==> src/rtl/board_pkg.sv <==
// Shared types and constants for the board timebase / reset sequencer.
package board_pkg;

  typedef enum logic [1:0] {
    POR  = 2'd0,
    RUN  = 2'd1,
    HOLD = 2'd2
  } rst_state_t;

  localparam logic [1:0] CAUSE_NONE = 2'b00;
  localparam logic [1:0] CAUSE_EXT  = 2'b01;
  localparam logic [1:0] CAUSE_MAN  = 2'b10;

  // Counter width able to hold 0..n-1, never narrower than one bit.
  function automatic int unsigned cnt_width(input int unsigned n);
    return (n > 1) ? $clog2(n) : 1;
  endfunction

endpackage

==> src/rtl/tick_div.sv <==
// Runtime-loadable divider: 50% square wave plus a one-cycle tick on its rising edge.
module tick_div #(
  parameter int unsigned DIV_W       = 16,
  parameter int unsigned DIV_DEFAULT = 59999
) (
  input  logic             clk,
  input  logic             reset,
  input  logic [DIV_W-1:0] div_in,
  input  logic             div_load,
  output logic             tick,
  output logic             tick_sq
);

  logic [DIV_W-1:0] cnt_q, cnt_d;
  logic [DIV_W-1:0] div_q, div_d;
  logic             tick_sq_q, tick_sq_d;
  logic             tick_q, tick_d;

  // A load restarts the half period without touching the square wave.
  always_comb begin
    cnt_d     = cnt_q + DIV_W'(1);
    div_d     = div_q;
    tick_sq_d = tick_sq_q;
    tick_d    = 1'b0;
    if (div_load) begin
      div_d = div_in;
      cnt_d = '0;
    end else if (cnt_q == div_q) begin
      cnt_d     = '0;
      tick_sq_d = ~tick_sq_q;
      tick_d    = ~tick_sq_q;
    end
  end

  always_ff @(posedge clk) begin
    if (reset) begin
      cnt_q     <= '0;
      div_q     <= DIV_W'(DIV_DEFAULT);
      tick_sq_q <= 1'b0;
      tick_q    <= 1'b0;
    end else begin
      cnt_q     <= cnt_d;
      div_q     <= div_d;
      tick_sq_q <= tick_sq_d;
      tick_q    <= tick_d;
    end
  end

  assign tick    = tick_q;
  assign tick_sq = tick_sq_q;

endmodule

==> src/rtl/clk_reset_gen.sv <==
// Board timebase and reset sequencer: slow tick/clock, stretched power-on reset and
// debounced push-button manual reset with a sticky cause register.
module clk_reset_gen
  import board_pkg::*;
#(
  parameter int unsigned DIV_DEFAULT    = 59999,
  parameter int unsigned DIV_W          = 16,
  parameter int unsigned POR_TICKS      = 4,
  parameter int unsigned DEBOUNCE_TICKS = 3,
  parameter int unsigned NBTN           = 3
) (
  input  logic             clk,
  input  logic             reset,
  input  logic [NBTN-1:0]  btn,
  input  logic [DIV_W-1:0] div_in,
  input  logic             div_load,
  input  logic             cause_clr,
  output logic             tick,
  output logic             tick_sq,
  output logic             sys_reset,
  output logic [1:0]       cause
);

  localparam int unsigned POR_W = cnt_width(POR_TICKS);
  localparam int unsigned DB_W  = cnt_width(DEBOUNCE_TICKS);
  localparam logic [POR_W-1:0] POR_LAST = POR_W'(POR_TICKS - 1);
  localparam logic [DB_W-1:0]  DB_LAST  = DB_W'(DEBOUNCE_TICKS - 1);

  tick_div #(
    .DIV_W      (DIV_W),
    .DIV_DEFAULT(DIV_DEFAULT)
  ) u_tick_div (
    .clk     (clk),
    .reset   (reset),
    .div_in  (div_in),
    .div_load(div_load),
    .tick    (tick),
    .tick_sq (tick_sq)
  );

  logic [NBTN-1:0]  sync1_q, sync1_d;
  logic [NBTN-1:0]  sync2_q, sync2_d;
  logic [DB_W-1:0]  db_cnt_q, db_cnt_d;
  logic [POR_W-1:0] por_cnt_q, por_cnt_d;
  rst_state_t       state_q, state_d;
  logic             sys_reset_q, sys_reset_d;
  logic [1:0]       cause_q, cause_d;
  logic             combo;
  logic             manual_det;

  assign combo      = &sync2_q;
  assign manual_det = combo & tick & (db_cnt_q == DB_LAST);

  // Debounce saturates at its last step so a held combo keeps qualifying.
  always_comb begin
    sync1_d   = btn;
    sync2_d   = sync1_q;
    db_cnt_d  = db_cnt_q;
    state_d   = state_q;
    por_cnt_d = por_cnt_q;
    cause_d   = cause_q;

    if (!combo) begin
      db_cnt_d = '0;
    end else if (tick && (db_cnt_q != DB_LAST)) begin
      db_cnt_d = db_cnt_q + DB_W'(1);
    end

    if (cause_clr) begin
      cause_d = CAUSE_NONE;
    end

    case (state_q)
      POR: begin
        if (tick) begin
          if (por_cnt_q == POR_LAST) begin
            state_d   = RUN;
            por_cnt_d = '0;
          end else begin
            por_cnt_d = por_cnt_q + POR_W'(1);
          end
        end
      end
      RUN: begin
        if (manual_det) begin
          state_d = HOLD;
          cause_d = CAUSE_MAN;
        end
      end
      HOLD: begin
        if (!combo) begin
          state_d   = POR;
          por_cnt_d = '0;
        end
      end
      default: begin
        state_d   = POR;
        por_cnt_d = '0;
      end
    endcase

    sys_reset_d = (state_d != RUN);
  end

  always_ff @(posedge clk) begin
    if (reset) begin
      sync1_q     <= '0;
      sync2_q     <= '0;
      db_cnt_q    <= '0;
      por_cnt_q   <= '0;
      state_q     <= POR;
      sys_reset_q <= 1'b1;
      cause_q     <= CAUSE_EXT;
    end else begin
      sync1_q     <= sync1_d;
      sync2_q     <= sync2_d;
      db_cnt_q    <= db_cnt_d;
      por_cnt_q   <= por_cnt_d;
      state_q     <= state_d;
      sys_reset_q <= sys_reset_d;
      cause_q     <= cause_d;
    end
  end

  assign sys_reset = sys_reset_q;
  assign cause     = cause_q;

endmodule

==> config.mk <==
export PLATFORM = sky130hd
export DESIGN_NAME = clk_reset_gen
export DESIGN_NICKNAME = d
export VERILOG_FILES = /design/src/rtl/board_pkg.sv /design/src/rtl/tick_div.sv /design/src/rtl/clk_reset_gen.sv
export SDC_FILE = /design/constraint.sdc
export NUM_CORES = 1
export LEC_CHECK = 0
export CAP_MARGIN = 30
export CORE_MARGIN = 2
export CORE_UTILIZATION = 60
export CTS_BUF_LIST = sky130_fd_sc_hd__clkbuf_2 sky130_fd_sc_hd__clkbuf_4 sky130_fd_sc_hd__clkbuf_8
export DETAILED_ROUTE_END_ITERATION = 6
export PLACE_DENSITY = 0.86
export SLEW_MARGIN = 20
export SYNTH_ARGS = -nofsm -noshare
export SYNTH_HDL_FRONTEND = slang
export SYNTH_SLANG_ARGS = --single-unit
==> constraint.sdc <==
create_clock -name clk -period 4.7 [get_ports clk]
set_input_delay 0.705 -clock clk [delete_from_list [all_inputs] [get_ports clk]]
set_output_delay 0.705 -clock clk [all_outputs]
set_load 0.02 [all_outputs]
==> results of run 1 <==
state kept, by name, indices dropped and copies added (netlist names):
name,count
sys_reset,1
sync1_q,3
state_q,2
u_tick_div.cnt_q,16
u_tick_div.tick_sq,1
db_cnt_q,2
por_cnt_q,2
u_tick_div.div_q,16
u_tick_div.tick,1
cause,2
sync2_q,3
power groups by stage:
stage | sequential, mW | clock, mW | combinational, mW
2_1_floorplan | 0.444 | 0 | 0.0349
3_3_place_gp | 0.445 | 0 | 0.0573
3_5_place_dp | 0.446 | 0 | 0.0596
4_1_cts | 0.436 | 0.263 | 0.0602
5_1_grt | 0.438 | 0.278 | 0.0642
6_report | 0.436 | 0.258 | 0.0590
cell usage after synthesis, drive strengths merged:
cell and count:
nand4 7, a31o 1, and3 2, nor4 2, buf 2, mux2i 6, a21oi 3, a211oi 1
o21ai 2, nor4b 1, nand2b 1, nand2 9, or4 1, nand3 6, xnor2 25, nand4b 1
xor2 6, ha 3, or3b 1, nor2b 20, inv 6, a211o 11, clkbuf 6, nor2 28
a21o 1, a2111oi 1, or3 1, dfxtp 49, nor3 3
routing by layer:
metal  up-vias  part of all wire (%)
li1        746                     -
met1       682                    43
met2        39                    50
met3         5                   5.4
met4         0                   1.6
met5         -                     0
cell families (layout without fill, tap and decap cells):
logic type      Yosys count  in the layout  share of synthesized area [%]
compound gates           20             20                           7.69
xor+xnor                 31             31                           13.6
fa+ha+maj                 3              3                           1.88
buf+inv                  14             42                           3.37
flops                    49             49                           49.0
mux                       6              6                           3.00
simple gates             83             83                           21.5
worst max path at each step:
stage / endpoint / from / cells past startpoint / slack (ps)
2_1_floorplan: u_tick_div.div_q[0]$_SDFFE_PP1P_ / div_load / 3 / 3140
3_3_place_gp: u_tick_div.cnt_q[10]$_SDFF_PP0_ / div_load / 3 / 2000
3_5_place_dp: u_tick_div.cnt_q[9]$_SDFF_PP0_ / div_load / 3 / 1930
4_1_cts: u_tick_div.cnt_q[2]$_SDFF_PP0_ / div_load / 3 / 2320
5_1_grt: u_tick_div.cnt_q[2]$_SDFF_PP0_ / u_tick_div.cnt_q[7]$_SDFF_PP0_ / 5 / 2440
6_report: tick / u_tick_div.tick$_SDFF_PP0_ / 1 / 2640
per-stage QoR:
stage	hold WS (ps)	util, %
5_1_grt	469	76.5
4_1_cts	451	76.7
2_1_floorplan	414	-
6_report	449	76.5
3_3_place_gp	422	73.8
3_5_place_dp	420	73.8
layout make-up:
type | count | area (µm²) | share of cell area, %
Sequential cell | 49 | 981 | 41.3
Timing Repair Buffer | 28 | 273 | 11.5
Clock buffer | 7 | 58.8 | 2.48
Inverter | 6 | 22.5 | 0.949
Multi-Input combinational cell | 143 | 953 | 40.2
Tap cell | 44 | 55.1 | 2.32
Clock inverter | 1 | 30.0 | 1.27
==> reports/results.tsv, run 1 <==
metric	value	unit
Top Ports	28	
syn nets	232	
commonest non-fill, non-tap cell in the layout	dfxtp_1	
vias in the first global route	1410	
placed insts	270	
RR Startpoint	u_tick_div.cnt_q[7]$_SDFF_PP0_	
commonest cells after routing, fill and taps aside	49 x dfxtp_1, 28 x nor2_1, 26 x clkdlybuf4s50_1	
Max Cap Viol	0	
Hold WC Path Type	reg -> reg	
Num CTS Buffers	5	
CP peak stage delay	620	ps
setup violators final	0	
Critical Path Source Type	register	
fin cells	278	
Syn Inst Count	206	
fmax	485	MHz
Initial Utilization	64.5	%
Worst setup EP type	output pin	
Setup Fix Bufs, Post-CTS	0	
layout cells sized above 1	5.56	%
slew margin rel.	63.9	%
Iteration-0 DRC Markers	106	
area grow syn2layout	18.6	%
die height	61.8	µm
Worst path top cell family by delay	buffers and inverters	
GRT Resource Usage Total	22.7	%
Reg2Reg Setup Slack	2670	ps
Slowest cell on crit path	clkdlybuf4s50_1	
Final Max Tran Viols	0	
Vias	1472	
WL per Instance	13.7	µm
fin crit share	43.9	%
vias per cell	5.29	
outcome	complete, no violations	
Worst R2R End	u_tick_div.cnt_q[5]$_SDFF_PP0_	
Seq/Total Area, Yosys	49.0	%
DP Area	2290	µm²
RePlAce Congestion	0.805	
Global Route met3 Usage	5.80	%
Sequential Power Share	57.9	%
minimum clock period	2060	ps
hold path endpoint	sync2_q[1]$_SDFF_PP0_	
post-route cell area	2370	µm²
Tot Pwr	753	µW
Post-route DRC	0	
clock share of power	34.2	%
area leader, netlist	dfxtp_1	
Hold Crit Start	sync1_q[1]$_SDFF_PP0_	
CTS Sinks	49	
CTS tree	done	
CTS max path bufs	2	
Avg Cell Area, Syn	9.72	µm²
Internal	597	µW
Synth area leaders	dfxtp_1 49%, xnor2_1 11%, nor2b_1 6.3%	
grt ovf	0	
initial antenna violation count	0	
Post-Syn Area	2000	µm²
Core Box Area	3100	µm²
Resized Gates After CTS	0	
RSZ-0062 raised after global routing	no	
hold depth	1	
Peak VDD IR	0.237	mV
Port Buffers	27	
Worst Path Class, Setup	reg -> out	
GR met2 Demand/Resource	37.3	%
Seq cells post-synth	49	
Final nets	259	
H-tree Lvls	2	
Most Used Layer, Global Route	met2	
Combinational Power Share	7.8	%
Critical Path Fanout Max	4	
Final HPWL DP	2840	µm
CP arrival	1360	ps
Cell Pwr Density	317	nW/µm²
Antenna diodes	0	
final hold vios	0	
area of the die	3810	µm²
switching power	156	µW
Lkg Pwr	0.851	nW
critical path required time	3990	ps
DR pass1 iterations	4	
WL final	3810	µm
clock slew seen by the registers of the worst setup and hold paths	130	ps
Unique masters post-synth	29	
Final ANT Viol Nets	0	
largest net degree at the start of global routing	34	
global-route wire length before repair	6150	µm
Reg2Reg Depth	5	
YS warnings	0	
switching portion of total power	20.7	%
# fillers	222	
CP Cell Sequence	clkdlybuf4s50_1	
hold buffers post-CTS	0	
Setup WS pre-CTS	1930	ps
site row count	20	
M1 GR Usage	28.0	%
post-route setup TNS	0	ps
final worst slack	2640	ps
clock root cell	clkbuf_4	
worst-margin pin slew	542	ps
worst skew pair latency	360	ps
chip width	61.8	µm
share of the synthesized area in the top cell type	49.0	%
Worst Path Buf+Inv	1	
Setup Skew	11.6	ps
(Power assumes the default switching activity.)
==> inputs of run 2 (changes only) <==
Settings changed: CORE_UTILIZATION 60 to 56, PLACE_DENSITY 0.86 to 0.81.
Clock period 4.7 ns to 2 ns, I/O delays scaled along.
==> reports/results.tsv, run 2 (synthesis gave the netlist of run 1 again) <==
metric	value	unit	change
Antenna diodes	0		unchanged
CP Cell Sequence	xnor2_1 -> nand4_1 -> nor4_1 -> or3_1 -> buf_4 -> nor2_1		
Crit. Startpoint	u_tick_div.cnt_q[7]$_SDFF_PP0_		
Post-route DRC	0		unchanged
post-route setup TNS	0	ps	unchanged
fmax	600	MHz	
Iteration-0 DRC Markers	54		-49%
grt ovf	0		unchanged
Cell Pwr Density	675	nW/µm²	+110%
clock root cell	clkbuf_4		
Slowest cell on crit path	dfxtp_1		
clock share of power	27.3	%	-6.9 points
worst skew pair latency	360	ps	about the same
placed insts	277		+2.6%
worst-margin pin slew	425	ps	-116 ps
CP arrival	1930	ps	+570 ps
Worst path top cell family by delay	simple AND/OR/NAND/NOR gates		
Internal	1.25	mW	+110%
WL final	3390	µm	-11%
vias per cell	5.08		-4.0%
Setup Skew	8.07	ps	-3.52 ps
DR pass1 iterations	4		unchanged
Final ANT Viol Nets	0		unchanged
Final nets	264		+1.9%
RSZ-0062 raised after global routing	no		
vias in the first global route	1374		-2.6%
Top Ports	28		unchanged
# fillers	278		+25%
WL per Instance	11.9	µm	-13%
Worst Path Class, Setup	reg -> reg		
Highest Signal Layer	met4		
switching portion of total power	22.6	%	+1.9 points
fin cells	285		+2.5%
Peak VDD IR	0.566	mV	+140%
Worst setup EP type	register		
CTS Sinks	49		unchanged
commonest non-fill, non-tap cell in the layout	dfxtp_1		
H-tree Lvls	2		unchanged
Hold WC Path Type	reg -> reg		
Vias	1449		-1.6%
Largest regs	u_tick_div.cnt_q (16), u_tick_div.div_q (16)		
area grow syn2layout	19.1	%	
Setup WS pre-CTS	284	ps	-1640 ps
Critical Path Fanout Max	8		+4
met3 wire len	160	µm	-22%
CTS tree	done		
clock slew seen by the registers of the worst setup and hold paths	130	ps	about the same
area of the die	4070	µm²	+6.7%
final worst slack	334	ps	-2300 ps
outcome	complete, no violations		
CP peak stage delay	460	ps	-160 ps
initial antenna violation count	0		unchanged
Initial Utilization	59.1	%	-5.5 points
chip width	63.8	µm	+3.3%
RR Startpoint	u_tick_div.cnt_q[7]$_SDFF_PP0_		
die height	63.8	µm	+3.3%
hold buffers post-CTS	0		unchanged
Setup Fix Bufs, Post-CTS	0		unchanged
Final HPWL DP	2570	µm	-9.5%
met2 WL	1560	µm	-17%
final hold vios	0		unchanged
Combinational Power Share	9.0	%	+1.2 points
Num CTS Buffers	5		unchanged
setup violators final	0		unchanged
Worst Path Buf+Inv	1		unchanged
Critical Path Source Type	register		
slew margin rel.	71.4	%	+7.5 points
fin crit share	83.3	%	
Tot Pwr	1.61	mW	+110%
CTS max path bufs	2		unchanged
Lkg Pwr	0.861	nW	+1.2%
M1 wire length	1600	µm	-2.8%
commonest cells after routing, fill and taps aside	49 x dfxtp_1, 28 x nor2_1, 27 x clkdlybuf4s50_1		
Final Max Tran Viols	0		unchanged
largest net degree at the start of global routing	23		-32%
Resized Gates After CTS	0		unchanged
critical path required time	2270	ps	-1720 ps
site row count	21		+5.0%
Core Box Area	3390	µm²	+9.2%
switching power	364	µW	+130%
Sequential Power Share	63.7	%	+5.8 points
global-route wire length before repair	5880	µm	-4.4%
Hold Crit Start	sync1_q[1]$_SDFF_PP0_		
layout cells sized above 1	7.11	%	+1.6 points
RePlAce Congestion	0.849		+5.5%
GRT Resource Usage Total	18.7	%	-4.0 points
minimum clock period	1670	ps	
Port Buffers	27		unchanged
Max Cap Viol	0		unchanged
[run 2: cell count changes in the layout (fill, tap and decap cells not counted), sizes merged]
cell / before / now
buf: 2 / 6
bufinv: 1 / 0
clkbuf: 7 / 6
clkdlybuf4s50: 26 / 27
clkinv: 0 / 2
[run 2: layout make-up]
class / count / area, µm² / share of cell area, %
Tap cell: 46 / 57.6 / 2.41
Sequential cell: 49 / 981 / 41.1
Clock inverter: 2 / 10.0 / 0.420
Multi-Input combinational cell: 143 / 953 / 40.0
Inverter: 6 / 22.5 / 0.944
Clock buffer: 6 / 45.0 / 1.89
Timing Repair Buffer: 33 / 315 / 13.2
[run 2: worst paths after layout]
kind	endpoint	slack [ps]	cells past startpoint
min	sync2_q[1]$_SDFF_PP0_	460	1
max	u_tick_div.cnt_q[2]$_SDFF_PP0_	330	6
min reg2reg	sync2_q[1]$_SDFF_PP0_	460	1
max reg2reg	u_tick_div.cnt_q[2]$_SDFF_PP0_	330	6
[run 2: worst reg2reg max path: cells and delay by family, from the launching register on]
kind	cells	cell delay (ps)
and+or+nand+nor	4	810
DFF	1	460
buffers and inverters	1	160
xor gates and xnor gates	1	150
[run 2: per-layer routing]
metal | track usage, % | up-vias
li1 | - | 762
met1 | 22.5 | 653
met2 | 29.9 | 29
met3 | 5.46 | 5
met4 | 9.78 | 0
met5 | 0 | -
[run 2: power groups by stage]
| stage | logic [mW] | registers (mW) | clock network, mW |
|---|---|---|---|
| 3_3_place_gp | 0.144 | 1.05 | 0 |
| 2_1_floorplan | 0.0820 | 1.04 | 0 |
| 5_1_grt | 0.160 | 1.03 | 0.499 |
| 6_report | 0.145 | 1.03 | 0.439 |
| 3_5_place_dp | 0.145 | 1.05 | 0 |
| 4_1_cts | 0.146 | 1.03 | 0.451 |
[run 2: through the flow]
| stage | hold slack [ps] | cell area (µm²) | utilization (%) |
|---|---|---|---|
| after floorplan | 380 | 2000 | - |
| after global placement | 419 | 2330 | 68.7 |
| after detailed placement | 428 | 2330 | 68.7 |
| after CTS | 457 | 2380 | 70.4 |
| after global routing | 467 | 2380 | 70.4 |
| final | 460 | 2380 | 70.4 |
==> inputs of run 3 (changes only) <==
Clock period 2 ns to 1.55 ns, I/O delays scaled along.
==> reports/results.tsv, run 3 (synthesis gave the netlist of run 1 again) <==
metric	value	unit	change
outcome	complete, no violations		
Critical Path Source Type	register		
site row count	21		unchanged
post-route cell area	2580	µm²	+8.1%
Max Cap Viol	0		unchanged
Hold WC Path Type	in -> reg		
Lkg Pwr	0.979	nW	+14%
slew margin rel.	79.3	%	+8.0 points
switching portion of total power	20.8	%	-1.8 points
GRT Resource Usage Total	20.6	%	+2.0 points
Final HPWL DP	2840	µm	+11%
RePlAce Congestion	0.804		-5.4%
Top Ports	28		unchanged
clock root cell	clkbuf_4		
minimum clock period	1510	ps	-153 ps
Core Box Area	3390	µm²	unchanged
clock slew seen by the registers of the worst setup and hold paths	140	ps	about the same
setup violators final	0		unchanged
WL per Instance	13.2	µm	+11%
hold depth	2		+1
Hold Crit Start	btn[0]		
Worst setup EP type	register		
post-route setup TNS	0	ps	unchanged
layout cells sized above 1	18.2	%	+11 points
RSZ-0062 raised after global routing	yes		
Final nets	278		+5.3%
Combinational Power Share	8.7	%	-0.3 points
hold path endpoint	sync1_q[0]$_SDFF_PP0_		
commonest cells after routing, fill and taps aside	38 x dfxtp_1, 27 x nor2_1, 24 x xnor2_1		
Final ANT Viol Nets	0		unchanged
switching power	481	µW	+32%
Critical Path Fanout Max	2		-6
Largest regs	u_tick_div.cnt_q (16), u_tick_div.div_q (16)		
CTS tree	done		
Vias	1529		+5.5%
Reg2Reg Depth	6		unchanged
vias in the first global route	1552		+13%
Crit. Startpoint	u_tick_div.div_q[7]$_SDFFE_PP0P_		
critical path required time	1870	ps	-400 ps
Initial Utilization	59.1	%	unchanged
Reg2Reg Setup Slack	40	ps	-300 ps
worst-margin pin slew	302	ps	-123 ps
Worst R2R End	u_tick_div.tick_sq$_SDFFE_PP0P_		
Setup WS pre-CTS	-26.4	ps	-310 ps
DP Area	2440	µm²	+4.7%
grt ovf	0		unchanged
initial antenna violation count	0		unchanged
fmax	661	MHz	+10%
H-tree Lvls	2		unchanged
clock share of power	33.9	%	+6.6 points
Setup Skew	13.7	ps	+5.60 ps
Internal	1.83	mW	+47%
worst hold slack	410	ps	-50.2 ps
area of the die	4070	µm²	unchanged
DR pass1 iterations	4		unchanged
Num CTS Buffers	5		unchanged
hold buffers post-CTS	0		unchanged
fin crit share	97.6	%	+14 points
Tot Pwr	2.31	mW	+43%
chip width	63.8	µm	unchanged
Worst Path Class, Setup	reg -> reg		
Post-route DRC	0		unchanged
final worst slack	37.6	ps	-297 ps
Port Buffers	27		unchanged
WL final	3940	µm	+16%
CTS max path bufs	2		unchanged
RR Startpoint	u_tick_div.div_q[7]$_SDFFE_PP0P_		
Sequential Power Share	57.5	%	-6.2 points
final hold vios	0		unchanged
largest net degree at the start of global routing	28		+22%
Antenna diodes	0		unchanged
commonest non-fill, non-tap cell in the layout	dfxtp_1		
Peak VDD IR	0.678	mV	+20%
CTS Sinks	49		unchanged
Cell Pwr Density	896	nW/µm²	+33%
CP arrival	1830	ps	-100 ps
die height	63.8	µm	unchanged
Final Max Tran Viols	0		unchanged
worst skew pair latency	360	ps	about the same
global-route wire length before repair	6530	µm	+11%
Iteration-0 DRC Markers	34		-37%
vias per cell	5.11		+0.58%
area grow syn2layout	28.7	%	
## run 3: cell types whose count changed in the layout (fill, tap and decap cells not counted), moves of 2 or more
cell / before / now
clkdlybuf4s50_1: 27 / 22
buf_4: 6 / 19
dlygate4sd2_1: 0 / 4
dfxtp_2: 0 / 11
clkinv_2: 2 / 0
dfxtp_1: 49 / 38
## run 3: layer usage
metal / share of wire, % / wire length [µm] / vias to the layer above / global-route usage [%]
li1: - / - / 785 / -
met1: 45 / 1760 / 697 / 24.2
met2: 48 / 1880 / 38 / 34.5
met3: 4.6 / 183 / 9 / 4.93
met4: 2.7 / 106 / 0 / 11.4
met5: 0 / 0 / - / 0
## run 3: what timing repair did
action | 4_1_cts | 5_1_grt
setup buffers | 0 | 1
resized for setup | 5 | 17
setup endpoints to repair | 12 | 19
pin swaps | 0 | 2
## run 3: power groups by stage
stage	clock (mW)	sequential [mW]	combinational, mW
after floorplan	0	1.35	0.106
after global placement	0	1.35	0.193
after detailed placement	0	1.35	0.197
after CTS	0.794	1.32	0.198
after global routing	0.842	1.33	0.219
final	0.782	1.33	0.200
## run 3: worst max-delay path by stage
stage / slack [ps] / endpoint
after floorplan: 50 / u_tick_div.cnt_q[12]$_SDFF_PP0_
after global placement: 50 / u_tick_div.tick_sq$_SDFFE_PP0P_
after detailed placement: -30 / u_tick_div.tick_sq$_SDFFE_PP0P_
after CTS: 9 / u_tick_div.tick_sq$_SDFFE_PP0P_
after global routing: -40 / u_tick_div.cnt_q[8]$_SDFF_PP0_
final: 40 / u_tick_div.tick_sq$_SDFFE_PP0P_
## run 3: critical path: stages, from the launching register on
cell and delay (ps):
dfxtp_2 360, xnor2_1 190, nand4_1 130, nor4_2 320
buf_4 160, nor4b_4 200, a21o_1 110
## run 3: metrics by stage
stage | std cells | utilization [%]
floorplan | 206 | -
global placement | 290 | 72.0
detailed placement | 290 | 72.0
CTS | 298 | 74.6
global route | 299 | 76.0
finish | 299 | 76.0
## run 3: cell type report
| type | instances | area [µm²] |
|---|---|---|
| inverters | 6 | 22.5 |
| repair buffers | 47 | 430 |
| clock inverters | 1 | 30.0 |
| flip-flops and latches | 49 | 995 |
| clock buffers | 7 | 58.8 |
| well taps | 46 | 57.6 |
| multi-input cells | 143 | 983 |
| fillers | 233 | 812 |
